## config.mk

```make
export PLATFORM = sky130hd
export DESIGN_NAME = sdram_access_arbiter
export DESIGN_NICKNAME = d
export VERILOG_FILES = /design/src/rtl/sdram_access_arbiter.sv
export SDC_FILE = /design/constraint.sdc
export NUM_CORES = 1
export LEC_CHECK = 0
export CORE_MARGIN = 4
export CORE_UTILIZATION = 45
export CTS_CLUSTER_SIZE = 24
export DETAILED_ROUTE_END_ITERATION = 16
export GPL_TIMING_DRIVEN = 0
export PLACE_DENSITY = 0.86
export SLEW_MARGIN = 10
export SYNTH_ARGS = -nofsm -noshare
export SYNTH_HDL_FRONTEND = slang
export SYNTH_SLANG_ARGS = --single-unit
export TNS_END_PERCENT = 50
```

## constraint.sdc

```tcl
create_clock -name clk -period 6.5 [get_ports clk]
set_input_delay 0.65 -clock clk [delete_from_list [all_inputs] [get_ports clk]]
set_output_delay 0.65 -clock clk [all_outputs]
set_load 0.02 [all_outputs]
```

## src/rtl/sdram_access_arbiter.sv

```systemverilog
`default_nettype none
`timescale 1ns/1ps
//==============================================================================
//  Module   : sdram_access_arbiter
//  Purpose  : Shares the single SDRAM controller slave port (az_*/za_*) among
//             three clients: a record writer (client 0, write-only), a
//             playback reader (client 1) and a waveform/dump reader
//             (client 2). Round-robin grant, Avalon-style waitrequest
//             handling, in-order routing of pipelined read data back to the
//             client that issued the read.
//
//  Ports    : clk, reset_n            clock (CLOCK_50), async active-low reset
//             c0_req/addr/wdata/ack   write client, level request, ack pulse
//             c1_*, c2_*              read clients: req/addr in, ack pulse,
//                                     rdata + rvalid pulse back
//             az_addr/data/rd_n/wr_n  command to the SDRAM controller
//             za_data/valid           read data return from controller
//             za_waitrequest          controller stall
//             rd_underflow            sticky: read data with nothing pending
//
//  Revision : 1.0  initial release
//==============================================================================
module sdram_access_arbiter #(
  parameter int ADDR_W     = 22,
  parameter int DATA_W     = 16,
  parameter int PEND_DEPTH = 4
) (
  input  logic              clk,
  input  logic              reset_n,

  input  logic              c0_req,
  input  logic [ADDR_W-1:0] c0_addr,
  input  logic [DATA_W-1:0] c0_wdata,
  output logic              c0_ack,

  input  logic              c1_req,
  input  logic [ADDR_W-1:0] c1_addr,
  output logic              c1_ack,
  output logic [DATA_W-1:0] c1_rdata,
  output logic              c1_rvalid,

  input  logic              c2_req,
  input  logic [ADDR_W-1:0] c2_addr,
  output logic              c2_ack,
  output logic [DATA_W-1:0] c2_rdata,
  output logic              c2_rvalid,

  output logic [ADDR_W-1:0] az_addr,
  output logic [DATA_W-1:0] az_data,
  output logic              az_rd_n,
  output logic              az_wr_n,
  input  logic [DATA_W-1:0] za_data,
  input  logic              za_valid,
  input  logic              za_waitrequest,

  output logic              rd_underflow
);

  //--------------------------------------------------------------------------
  // Constants
  //--------------------------------------------------------------------------
  localparam int c_ptr_w = (PEND_DEPTH > 1) ? $clog2(PEND_DEPTH) : 1;
  localparam int c_cnt_w = c_ptr_w + 1;

  localparam logic [c_cnt_w-1:0] c_cnt_full = c_cnt_w'(PEND_DEPTH);
  localparam logic [c_cnt_w-1:0] c_cnt_one  = c_cnt_w'(1);
  localparam logic [c_cnt_w-1:0] c_cnt_zero = '0;
  localparam logic [c_ptr_w-1:0] c_ptr_one  = c_ptr_w'(1);

  localparam logic [1:0] c_cli_wr  = 2'd0;
  localparam logic [1:0] c_cli_rd1 = 2'd1;
  localparam logic [1:0] c_cli_rd2 = 2'd2;

  typedef enum logic [0:0] {
    ST_IDLE = 1'b0,   // no command on the bus
    ST_CMD  = 1'b1    // command driven, waiting for waitrequest to drop
  } state_t;

  //--------------------------------------------------------------------------
  // Declarations
  //--------------------------------------------------------------------------
  state_t              r_state;
  state_t              w_state_nxt;

  logic [1:0]          r_owner;      // client that owns the command on the bus
  logic [1:0]          r_rr_ptr;     // first client to consider at next grant
  logic [1:0]          w_owner_nxt;  // client after the owner, wrapping 2 -> 0

  logic                w_rd_room;
  logic [2:0]          w_elig;
  logic                w_grant;
  logic [1:0]          w_sel;
  logic                w_accept;

  // Tag FIFO: one bit per outstanding read, 0 = client 1, 1 = client 2.
  logic [PEND_DEPTH-1:0] r_tag_mem;
  logic [c_ptr_w-1:0]    r_wr_ptr;
  logic [c_ptr_w-1:0]    r_rd_ptr;
  logic [c_cnt_w-1:0]    r_count;
  logic                  w_push;
  logic                  w_pop;
  logic                  w_head;

  //--------------------------------------------------------------------------
  // Eligibility and round-robin selection
  //--------------------------------------------------------------------------
  // Reads are only eligible while the tag FIFO has room. Because at most one
  // command is ever in flight, a read granted here always finds room when it
  // is accepted.
  assign w_rd_room = (r_count != c_cnt_full);

  always_comb begin
    w_elig  = {c2_req & w_rd_room, c1_req & w_rd_room, c0_req};
    w_grant = |w_elig;
    w_sel   = c_cli_wr;
    case (r_rr_ptr)
      c_cli_rd1: begin
        if      (w_elig[1]) w_sel = c_cli_rd1;
        else if (w_elig[2]) w_sel = c_cli_rd2;
        else                w_sel = c_cli_wr;
      end
      c_cli_rd2: begin
        if      (w_elig[2]) w_sel = c_cli_rd2;
        else if (w_elig[0]) w_sel = c_cli_wr;
        else                w_sel = c_cli_rd1;
      end
      default: begin
        if      (w_elig[0]) w_sel = c_cli_wr;
        else if (w_elig[1]) w_sel = c_cli_rd1;
        else                w_sel = c_cli_rd2;
      end
    endcase
  end

  assign w_owner_nxt = (r_owner == c_cli_rd2) ? c_cli_wr : (r_owner + 2'd1);

  //--------------------------------------------------------------------------
  // FSM: state register
  //--------------------------------------------------------------------------
  always_ff @(posedge clk or negedge reset_n) begin
    if (!reset_n) begin
      r_state <= ST_IDLE;
    end else begin
      r_state <= w_state_nxt;
    end
  end

  //--------------------------------------------------------------------------
  // FSM: next state and acknowledge pulses
  //--------------------------------------------------------------------------
  // The ack is combinational so the client sees it in the very cycle the
  // controller takes the command; it can then drop or change its request on
  // the following edge.
  always_comb begin
    w_state_nxt = r_state;
    w_accept    = 1'b0;
    c0_ack      = 1'b0;
    c1_ack      = 1'b0;
    c2_ack      = 1'b0;
    case (r_state)
      ST_IDLE: begin
        if (w_grant) begin
          w_state_nxt = ST_CMD;
        end
      end
      ST_CMD: begin
        if (!za_waitrequest) begin
          w_accept    = 1'b1;
          w_state_nxt = ST_IDLE;
          case (r_owner)
            c_cli_wr:  c0_ack = 1'b1;
            c_cli_rd1: c1_ack = 1'b1;
            default:   c2_ack = 1'b1;
          endcase
        end
      end
      default: begin
        w_state_nxt = ST_IDLE;
      end
    endcase
  end

  //--------------------------------------------------------------------------
  // Command register toward the controller
  //--------------------------------------------------------------------------
  // Address/data are captured at grant and held for the whole CMD state, so a
  // client changing its inputs after grant has no effect on the bus.
  // az_data is only reloaded for writes; during reads it keeps its old value.
  always_ff @(posedge clk or negedge reset_n) begin
    if (!reset_n) begin
      az_addr  <= '0;
      az_data  <= '0;
      az_rd_n  <= 1'b1;
      az_wr_n  <= 1'b1;
      r_owner  <= c_cli_wr;
      r_rr_ptr <= c_cli_wr;
    end else begin
      case (r_state)
        ST_IDLE: begin
          if (w_grant) begin
            r_owner <= w_sel;
            case (w_sel)
              c_cli_wr: begin
                az_addr <= c0_addr;
                az_data <= c0_wdata;
                az_wr_n <= 1'b0;
              end
              c_cli_rd1: begin
                az_addr <= c1_addr;
                az_rd_n <= 1'b0;
              end
              default: begin
                az_addr <= c2_addr;
                az_rd_n <= 1'b0;
              end
            endcase
          end
        end
        ST_CMD: begin
          if (w_accept) begin
            az_rd_n  <= 1'b1;
            az_wr_n  <= 1'b1;
            r_rr_ptr <= w_owner_nxt;
          end
        end
        default: begin
          az_rd_n <= 1'b1;
          az_wr_n <= 1'b1;
        end
      endcase
    end
  end

  //--------------------------------------------------------------------------
  // Tag FIFO of outstanding reads
  //--------------------------------------------------------------------------
  // Data returned while the FIFO is empty cannot be attributed to anyone and
  // is therefore not a pop; it only raises rd_underflow.
  assign w_push = w_accept & (r_owner != c_cli_wr);
  assign w_pop  = za_valid & (r_count != c_cnt_zero);
  assign w_head = r_tag_mem[r_rd_ptr];

  always_ff @(posedge clk or negedge reset_n) begin
    if (!reset_n) begin
      r_tag_mem <= '0;
      r_wr_ptr  <= '0;
      r_rd_ptr  <= '0;
      r_count   <= '0;
    end else begin
      if (w_push) begin
        r_tag_mem[r_wr_ptr] <= (r_owner == c_cli_rd2);
        r_wr_ptr            <= r_wr_ptr + c_ptr_one;
      end
      if (w_pop) begin
        r_rd_ptr <= r_rd_ptr + c_ptr_one;
      end
      case ({w_push, w_pop})
        2'b10:   r_count <= r_count + c_cnt_one;
        2'b01:   r_count <= r_count - c_cnt_one;
        default: r_count <= r_count;
      endcase
    end
  end

  //--------------------------------------------------------------------------
  // Read data return (one cycle after za_valid)
  //--------------------------------------------------------------------------
  // The rdata of the client not targeted keeps its previous value.
  always_ff @(posedge clk or negedge reset_n) begin
    if (!reset_n) begin
      c1_rdata     <= '0;
      c1_rvalid    <= 1'b0;
      c2_rdata     <= '0;
      c2_rvalid    <= 1'b0;
      rd_underflow <= 1'b0;
    end else begin
      c1_rvalid <= 1'b0;
      c2_rvalid <= 1'b0;
      if (w_pop) begin
        if (w_head) begin
          c2_rdata  <= za_data;
          c2_rvalid <= 1'b1;
        end else begin
          c1_rdata  <= za_data;
          c1_rvalid <= 1'b1;
        end
      end
      if (za_valid && (r_count == c_cnt_zero)) begin
        rd_underflow <= 1'b1;
      end
    end
  end

endmodule
`default_nettype wire

```

* After elaboration in Yosys (flattened, before gate mapping)
Cells that the tools add are included.
** Cells by class
- Add/sub/neg operators :: 5
- Order comparisons :: 3
- Equal/unequal tests :: 12
- Muxes and demuxes :: 40
- Bitwise logic cells :: 6
- Reduce and logical (&&, ||, !) cells :: 17
** Operators by type and width (count)
- $pmux 22 s2 :: 1
- $mux 1 :: 25
- $mux 2 :: 6
- $reduce_and 3->1 :: 3
- $eq 2x1->1 const B :: 4
- $reduce_and 2->1 :: 4
- $add 2x1->2 const B :: 3
- $eq 2x2->1 const B :: 3
- $lt 2x3->1 const B :: 2
- $pmux 1 s2 :: 3
- $pmux 3 s2 :: 1
- $and 1x1->1 :: 4
- $bwmux 4 :: 1
- $logic_not 2->1 :: 2
- $ne 2x1->1 const B :: 2
- $ne 2x2->1 const B :: 2
- $pmux 2 s2 :: 1
- $reduce_bool 2->1 :: 2
- $add 3x1->3 const B :: 1
- $logic_not 3->1 :: 1
- $ne 3x3->1 const B :: 1
- $reduce_bool 3->1 :: 1
- $reduce_or 3->1 :: 1
- $sub 3x1->3 const B :: 1
- 6 further kinds :: 8
** Word-level totals
- Register bits :: 91

* Depth between registers and ports, before layout
Gate-level depths: netlist of the first run.
- Depth in word-level cells :: 9
- Mapped depth :: 9
- Depth with buffers taken out :: 9

* Least setup slack after synthesis of the first run
OpenSTA, ideal clock, no wires.
- Path type :: input-to-output
- Start :: input port za_waitrequest
- End :: output port c1_ack
- Arrival :: 1.423 ns
- Path slack :: 4.427 ns
- Stages on the path :: 2
- Buffers on the path :: 0
- Cell sequence :: nand2b_1 > nor3b_1
** Between the ends
- Word-level cells in the longest chain between the ends :: 2
** RTL lines
- start, declared :: line 54 : input logic za_waitrequest,
- $mux 1 :: line 167 : if (!za_waitrequest) begin
- $mux 1 :: line 160 : case (r_state)
- end, declared :: line 38 : output logic c1_ack,
Every way passes these cells.

* Final worst setup path of the first run
- Start :: input port za_waitrequest
- End :: output port c2_ack
** Between the ends
- Word-level cells in the longest chain between the ends :: 2
** RTL lines
- $mux 1 :: line 167
- $mux 1 :: line 160
- end, declared :: line 44 : output logic c2_ack,
Every way passes these cells.

==> results of run 1 <==
==> worst max-delay path: stages <==
cell and delay (ns):
clkdlybuf4s50_1 0.45, nor2b_1 0.19, clkbuf_1 0.34, and2_1 0.20, clkdlybuf4s50_1 0.60
==> cells in the mapped netlist (2+ instances only) <==
library cell,instances
ha_1,7
nor3_1,3
xnor2_1,4
nand2_1,27
nor2b_1,3
dfrtp_1,89
xor2_1,2
mux2_2,40
nand2b_1,3
dfstp_2,2
a22oi_1,23
o21ai_0,6
nor2_1,32
nor3b_1,2
inv_1,10
a21o_1,4
mux2_4,9
a31oi_1,31
buf_2,2
clkbuf_1,11
==> cells by family (layout without fill, tap and decap cells) <==
group,count (synthesis),after routing,synth area share [%]
fa+ha+maj,8,8,2.68
flops,91,91,56.7
mux,50,50,15.1
buf+inv,26,225,2.77
compound gates,71,71,12.3
xor+xnor,6,6,1.31
simple gates,76,76,9.06
==> stage by stage <==
stage / total power (uW) / setup WS [ns] / hold WS [ns] / instance area (um2) / utilization [%]
after floorplan: 2050 / 4.43 / 0.354 / 4020 / -
after global placement: 2760 / 1.61 / 0.443 / 5980 / 68.5
after detailed placement: 2840 / 3.42 / 0.450 / 6000 / 68.8
after CTS: 3230 / 3.41 / 0.295 / 6200 / 71.1
after global routing: 3400 / 3.30 / 0.307 / 6200 / 71.1
final: 3200 / 3.42 / 0.287 / 6200 / 71.1
==> routing by layer <==
layer / vias up / global-route usage (%) / wire (um)
met5: - / 0 / 0
met3: 12 / 8.66 / 1370
met1: 1579 / 23.9 / 4070
li1: 1557 / - / -
met4: 0 / 5.75 / 121
met2: 173 / 36.1 / 5430
==> worst paths after layout <==
path                                     start            to  slack [ns]  depth (start not counted)
max in group asynchronous              reset_n       az_rd_n        5.52                          2
worst max-delay path            za_waitrequest        c2_ack        3.42                          5
worst min-delay path                   reset_n   c1_rdata[2]        0.29                          1
worst min register to register    rd_underflow  rd_underflow        0.47                          1
min in group clk                  rd_underflow  rd_underflow        0.47                          1
worst max register to register     r_rr_ptr[0]    az_data[4]        4.14                          8
==> report_power, final <==
group	internal, uW	switching [uW]	total, uW
clock network	182	206	388
logic	895	881	1780
registers	860	176	1040
total	1940	1260	3200
==> flip-flops by register name (all words and copies together) (netlist names), 2 cells and up <==
| register | cells |
|---|---|
| az_addr | 22 |
| az_data | 16 |
| c1_rdata | 16 |
| c2_rdata | 16 |
| r_count | 3 |
| r_owner | 2 |
| r_rd_ptr | 2 |
| r_rr_ptr | 2 |
| r_tag_mem | 4 |
| r_wr_ptr | 2 |
==> area by class of cell <==
type                       instances  area, um2  area share, %
sequential                        91       2280           36.8
tap                              108        135           2.18
buffer                            16       73.8           1.19
inverter                          10       37.5          0.605
clock buffer                      10        128           2.06
clock inverter                     6       72.6           1.17
timing repair buffer             183       1850           29.8
multi-input combinational        211       1630           26.3
==> flow_metrics.py, run 1 <==
metrics = {
    "grt": {
        "grt_pass1_vias": 3525,
        "antenna_found_initial": 0,
        "grtUsageTotal_pct": 20.9,
        "grt_pass1_wl_mm": 17.1,
        "grt_max_degree": 48,
        "grt.overflow.total": 0,
    },
    "route": {
        "drc_errors": 0,
        "drtPass1Iterations": 5,
        "vias_per_cell": 5.23,
        "drt-total-wl_mm": 11.0,
        "ant_nets": 0,
        "vias": 3321,
        "first_iter_violations": 87,
        "routedWlPerCell_um": 17.3,
    },
    "critical_path": {
        "crit_fanout": 10,
        "critPathCaptureType": "primary output",
        "cp.required_ns": 5.85,
        "worstSetupPathType": "input pin to primary output",
        "startpoint_type": "input pin",
        "crit_arrival_ns": 2.43,
    },
    "finish": {
        "fill_cells": 616,
        "nets": 635,
        "finalNonFillerCells": 635,
        "syn_to_final_growth_pct": 54.3,
        "drive_gt1_share_pct": 15.0,
        "diodes": 0,
        "layout_common_cells": "181 x clkdlybuf4s50_1, 89 x dfrtp_1, 40 x mux2_2",
        "final_common_cell": "clkdlybuf4s50_1",
    },
    "clock_network": {
        "cts_hold_buffers": 0,
        "cts.repair.resized": 0,
        "clkSinkCount": 91,
        "clock_path_buffers": 2,
        "postCtsSetupBuffers": 0,
        "clk_pin_slew_ns": 0.09,
        "clk_latency_ns": 0.35,
        "cts_root_buf": "clkbuf_8",
        "cts_tree": "yes",
        "cts_max_level": 3,
        "cts_made_buffers": 9,
    },
    "timing": {
        "finalSetupTns_ns": 0,
        "finalCritPeriodShare_pct": 47.4,
        "skew_ns": 0.0131,
        "rsz0062_at_grt": "false",
        "setup_violations": 0,
        "tightest_slew_ns": 0.588,
        "slew_headroom_pct": 60.8,
        "fin_crit_ns": 3.08,
        "slew_viol_final": 0,
        "max_freq_mhz": 325,
        "hold_violations": 0,
    },
    "synth": {
        "synthesis.nets": 441,
        "avgSynthCellArea_um2": 12.3,
        "syn_inst": 328,
        "synth_edf_count": 0,
        "synth_area_mm2": 0.00402,
        "yosys_warnings": 0,
        "ys_seq_area_share_pct": 56.7,
        "synth-seq-cells": 91,
        "synth_top_area_cell": "dfrtp_1",
        "yosysTopAreaCellShare_pct": 55.4,
        "synth_area_leaders": "dfrtp_1 55%, mux2_2 11%, a31oi_1 4.8%",
        "dominantRegCellSynth": "dfrtp_1",
        "async_reset_ff_share_pct": 100,
        "ys_types": 38,
    },
    "floorplan": {
        "design.die.area_mm2": 0.0105,
        "io_pins": 183,
        "core_mm2": 0.00872,
        "die_w_um": 103,
        "rows": 34,
        "chipHeight_um": 103,
        "start_util_pct": 46.1,
    },
    "place": {
        "post-dp-hpwl_mm": 8.65,
        "portBuffers": 182,
        "place_inst": 619,
        "place_congestion": 0.842,
    },
    "pwr": {
        "vdd_drop_max_v": 0.000257,
        "powerDensity_mw_per_mm2": 516,
        "p_leak_uw": 0.00258,
    },
    "status": {
        "status": "complete, no violations",
    },
    "job": {
        "drv_cap": 0,
    },
    "worst_hold_path": {
        "hold_class": "input pin to async pin",
    },
}
Power figures use the tool's default switching activity.
==> run 2: changes to the inputs <==
Settings changed: CORE_UTILIZATION 45 to 42, PLACE_DENSITY 0.86 to 0.81.
Clock period 6.5 ns to 2.9 ns, I/O delays scaled along.
==> run 2 against run 1 <==
Clock power rose to 2.5 times the previous value. Critical path type is now flip-flop to flip-flop. Sequential share of layout area shrank 0.37 points. Sequential power increased by 120%. Critical endpoint is now az_addr[2]. Largest cell class unchanged. Combinational power rose by 120%. Clock-buffer cell count is 1 higher. Core utilization decreased by 3.6 points. Sequential cell count did not move. Wire length increased by 2.4%. Final cell count is 3.5% higher.
==> flow_metrics.py, run 2 (synthesis results as in run 1) <==
metrics = {
    "timing": {
        "fin_ws_ns": 0.414,
        "tightest_slew_ns": 0.553,
        "hold-worst-slack_ns": 0.466,
        "setup_violations": 0,
        "fin_crit_ns": 2.49,
        "finalCritPeriodShare_pct": 85.7,
        "max_freq_mhz": 402,
        "slew_viol_final": 0,
        "hold_violations": 0,
        "rsz0062_at_grt": "false",
        "slew_headroom_pct": 63.1,
        "skew_ns": 0.0105,
    },
    "critical_path": {
        "crit_fanout": 10,
        "slowest_stage": "clkbuf_1",
        "r2r_start": "r_rr_ptr[0]",
        "timing.rr.end": "az_addr[2]",
        "worstSetupPathType": "flip-flop to flip-flop",
        "crit_arrival_ns": 2.76,
        "startpoint_type": "flip-flop",
        "reg2reg_slack_ns": 0.41,
        "r2r_cells": 8,
        "max_stage_delay_ns": 0.40,
        "critPathCaptureType": "flip-flop",
        "cp_top_family": "compound AO/OA/AOI/OAI gates",
        "path_buf_inv": 2,
        "cp.required_ns": 3.18,
        "crit_chain": "inv_1 -> ha_1 -> nand2b_1 -> a2111oi_0 -> a221o_1 -> clkbuf_1 -> nand2_1 -> a31oi_1",
    },
    "floorplan": {
        "io_pins": 183,
        "start_util_pct": 43.3,
        "rows": 35,
        "core_mm2": 0.00928,
        "chipHeight_um": 106,
        "die_w_um": 106,
        "design.die.area_mm2": 0.0112,
    },
    "clock_network": {
        "clk_pin_slew_ns": 0.09,
        "clock_path_buffers": 2,
        "clkSinkCount": 91,
        "cts_root_buf": "clkbuf_8",
        "clk_latency_ns": 0.36,
        "cts_tree": "yes",
        "cts_max_level": 3,
        "postCtsSetupBuffers": 0,
        "cts_made_buffers": 9,
    },
    "place": {
        "place_area_mm2": 0.00603,
        "post-dp-hpwl_mm": 8.80,
        "dpl_worst_slack_ns": 0.472,
        "place_inst": 640,
        "place_congestion": 0.769,
        "portBuffers": 182,
    },
    "finish": {
        "diodes": 0,
        "drive_gt1_share_pct": 15.0,
        "final_common_cell": "clkdlybuf4s50_1",
        "regMostFlops": "az_addr",
        "nets": 636,
        "syn_to_final_growth_pct": 55.9,
        "layout_common_cells": "181 x clkdlybuf4s50_1, 89 x dfrtp_1, 40 x mux2_2",
        "final_area_mm2": 0.00626,
        "finalNonFillerCells": 657,
        "largest_reg_flops": 22,
    },
    "job": {
        "drv_cap": 0,
    },
    "grt": {
        "grt.overflow.total": 0,
        "grt_max_degree": 51,
        "antenna_found_initial": 0,
        "grt_pass1_vias": 3518,
        "grt_pass1_wl_mm": 17.7,
        "grtUsageTotal_pct": 20.2,
    },
    "route": {
        "drt-total-wl_mm": 11.2,
        "routedWlPerCell_um": 17.1,
        "vias_per_cell": 5.18,
        "drtPass1Iterations": 5,
        "ant_nets": 0,
        "vias": 3402,
        "drc_errors": 0,
        "first_iter_violations": 184,
    },
    "pwr": {
        "powerDensity_mw_per_mm2": 1160,
        "p_leak_uw": 0.00259,
        "vdd_drop_max_v": 0.000452,
    },
    "worst_hold_path": {
        "hold_class": "input pin to async pin",
    },
    "status": {
        "status": "complete, no violations",
    },
}
## run 2: changes by cell type in the layout (fill, tap and decap cells not counted)
cell           change
clkinv_4           -2
bufinv_16          +1
clkbuf_8           +1
dlygate4sd3_1      +1
## run 2: layer usage
layer	GRT usage [%]	part of all wire (%)	vias to the layer above
met2	35.4	50	180
li1	-	-	1558
met4	6.85	1.8	0
met5	0	0	-
met1	23.4	39	1646
met3	6.12	9.8	18
## run 2: repair_timing
action | CTS | global route
hold endpoints to repair | 39 | 0
resized for setup | 0 | 0
hold buffers | 1 | 0
## run 2: area by class of cell
cell class	count	area, um2
fill	700	3020
sequential	91	2280
timing repair buffer	184	1860
multi-input combinational	211	1630
tap	129	161
clock buffer	11	141
clock inverter	5	85.1
buffer	16	73.8
inverter	10	37.5
## run 2: report_power, final
| group | total (uW) | switching (uW) | internal [uW] |
|---|---|---|---|
| logic | 4000 | 1990 | 2010 |
| clock network | 976 | 460 | 516 |
| registers | 2310 | 386 | 1930 |
| total | 7280 | 2830 | 4450 |
## run 2: metrics by stage
step / setup TNS (ns) / power, uW / util (%)
after detailed placement: 0 / 6370 / 64.9
after global routing: 0 / 7740 / 67.5
after floorplan: 0 / 4600 / -
final: 0 / 7280 / 67.5
after CTS: 0 / 7350 / 67.5
after global placement: -151.73 / 6210 / 64.6
## run 2: how the worst max path moves through the flow
stage,start,end,slack [ns],depth (start not counted)
final,r_rr_ptr[0],az_addr[2],0.41,8
after global routing,r_rr_ptr[0],az_addr[2],0.29,8
after CTS,r_state,c2_ack,0.49,4
after detailed placement,c2_req,az_addr[18],0.47,8
after global placement,reset_n,az_addr[4],-1.70,1
after floorplan,r_rr_ptr[0],az_data[0],0.84,8
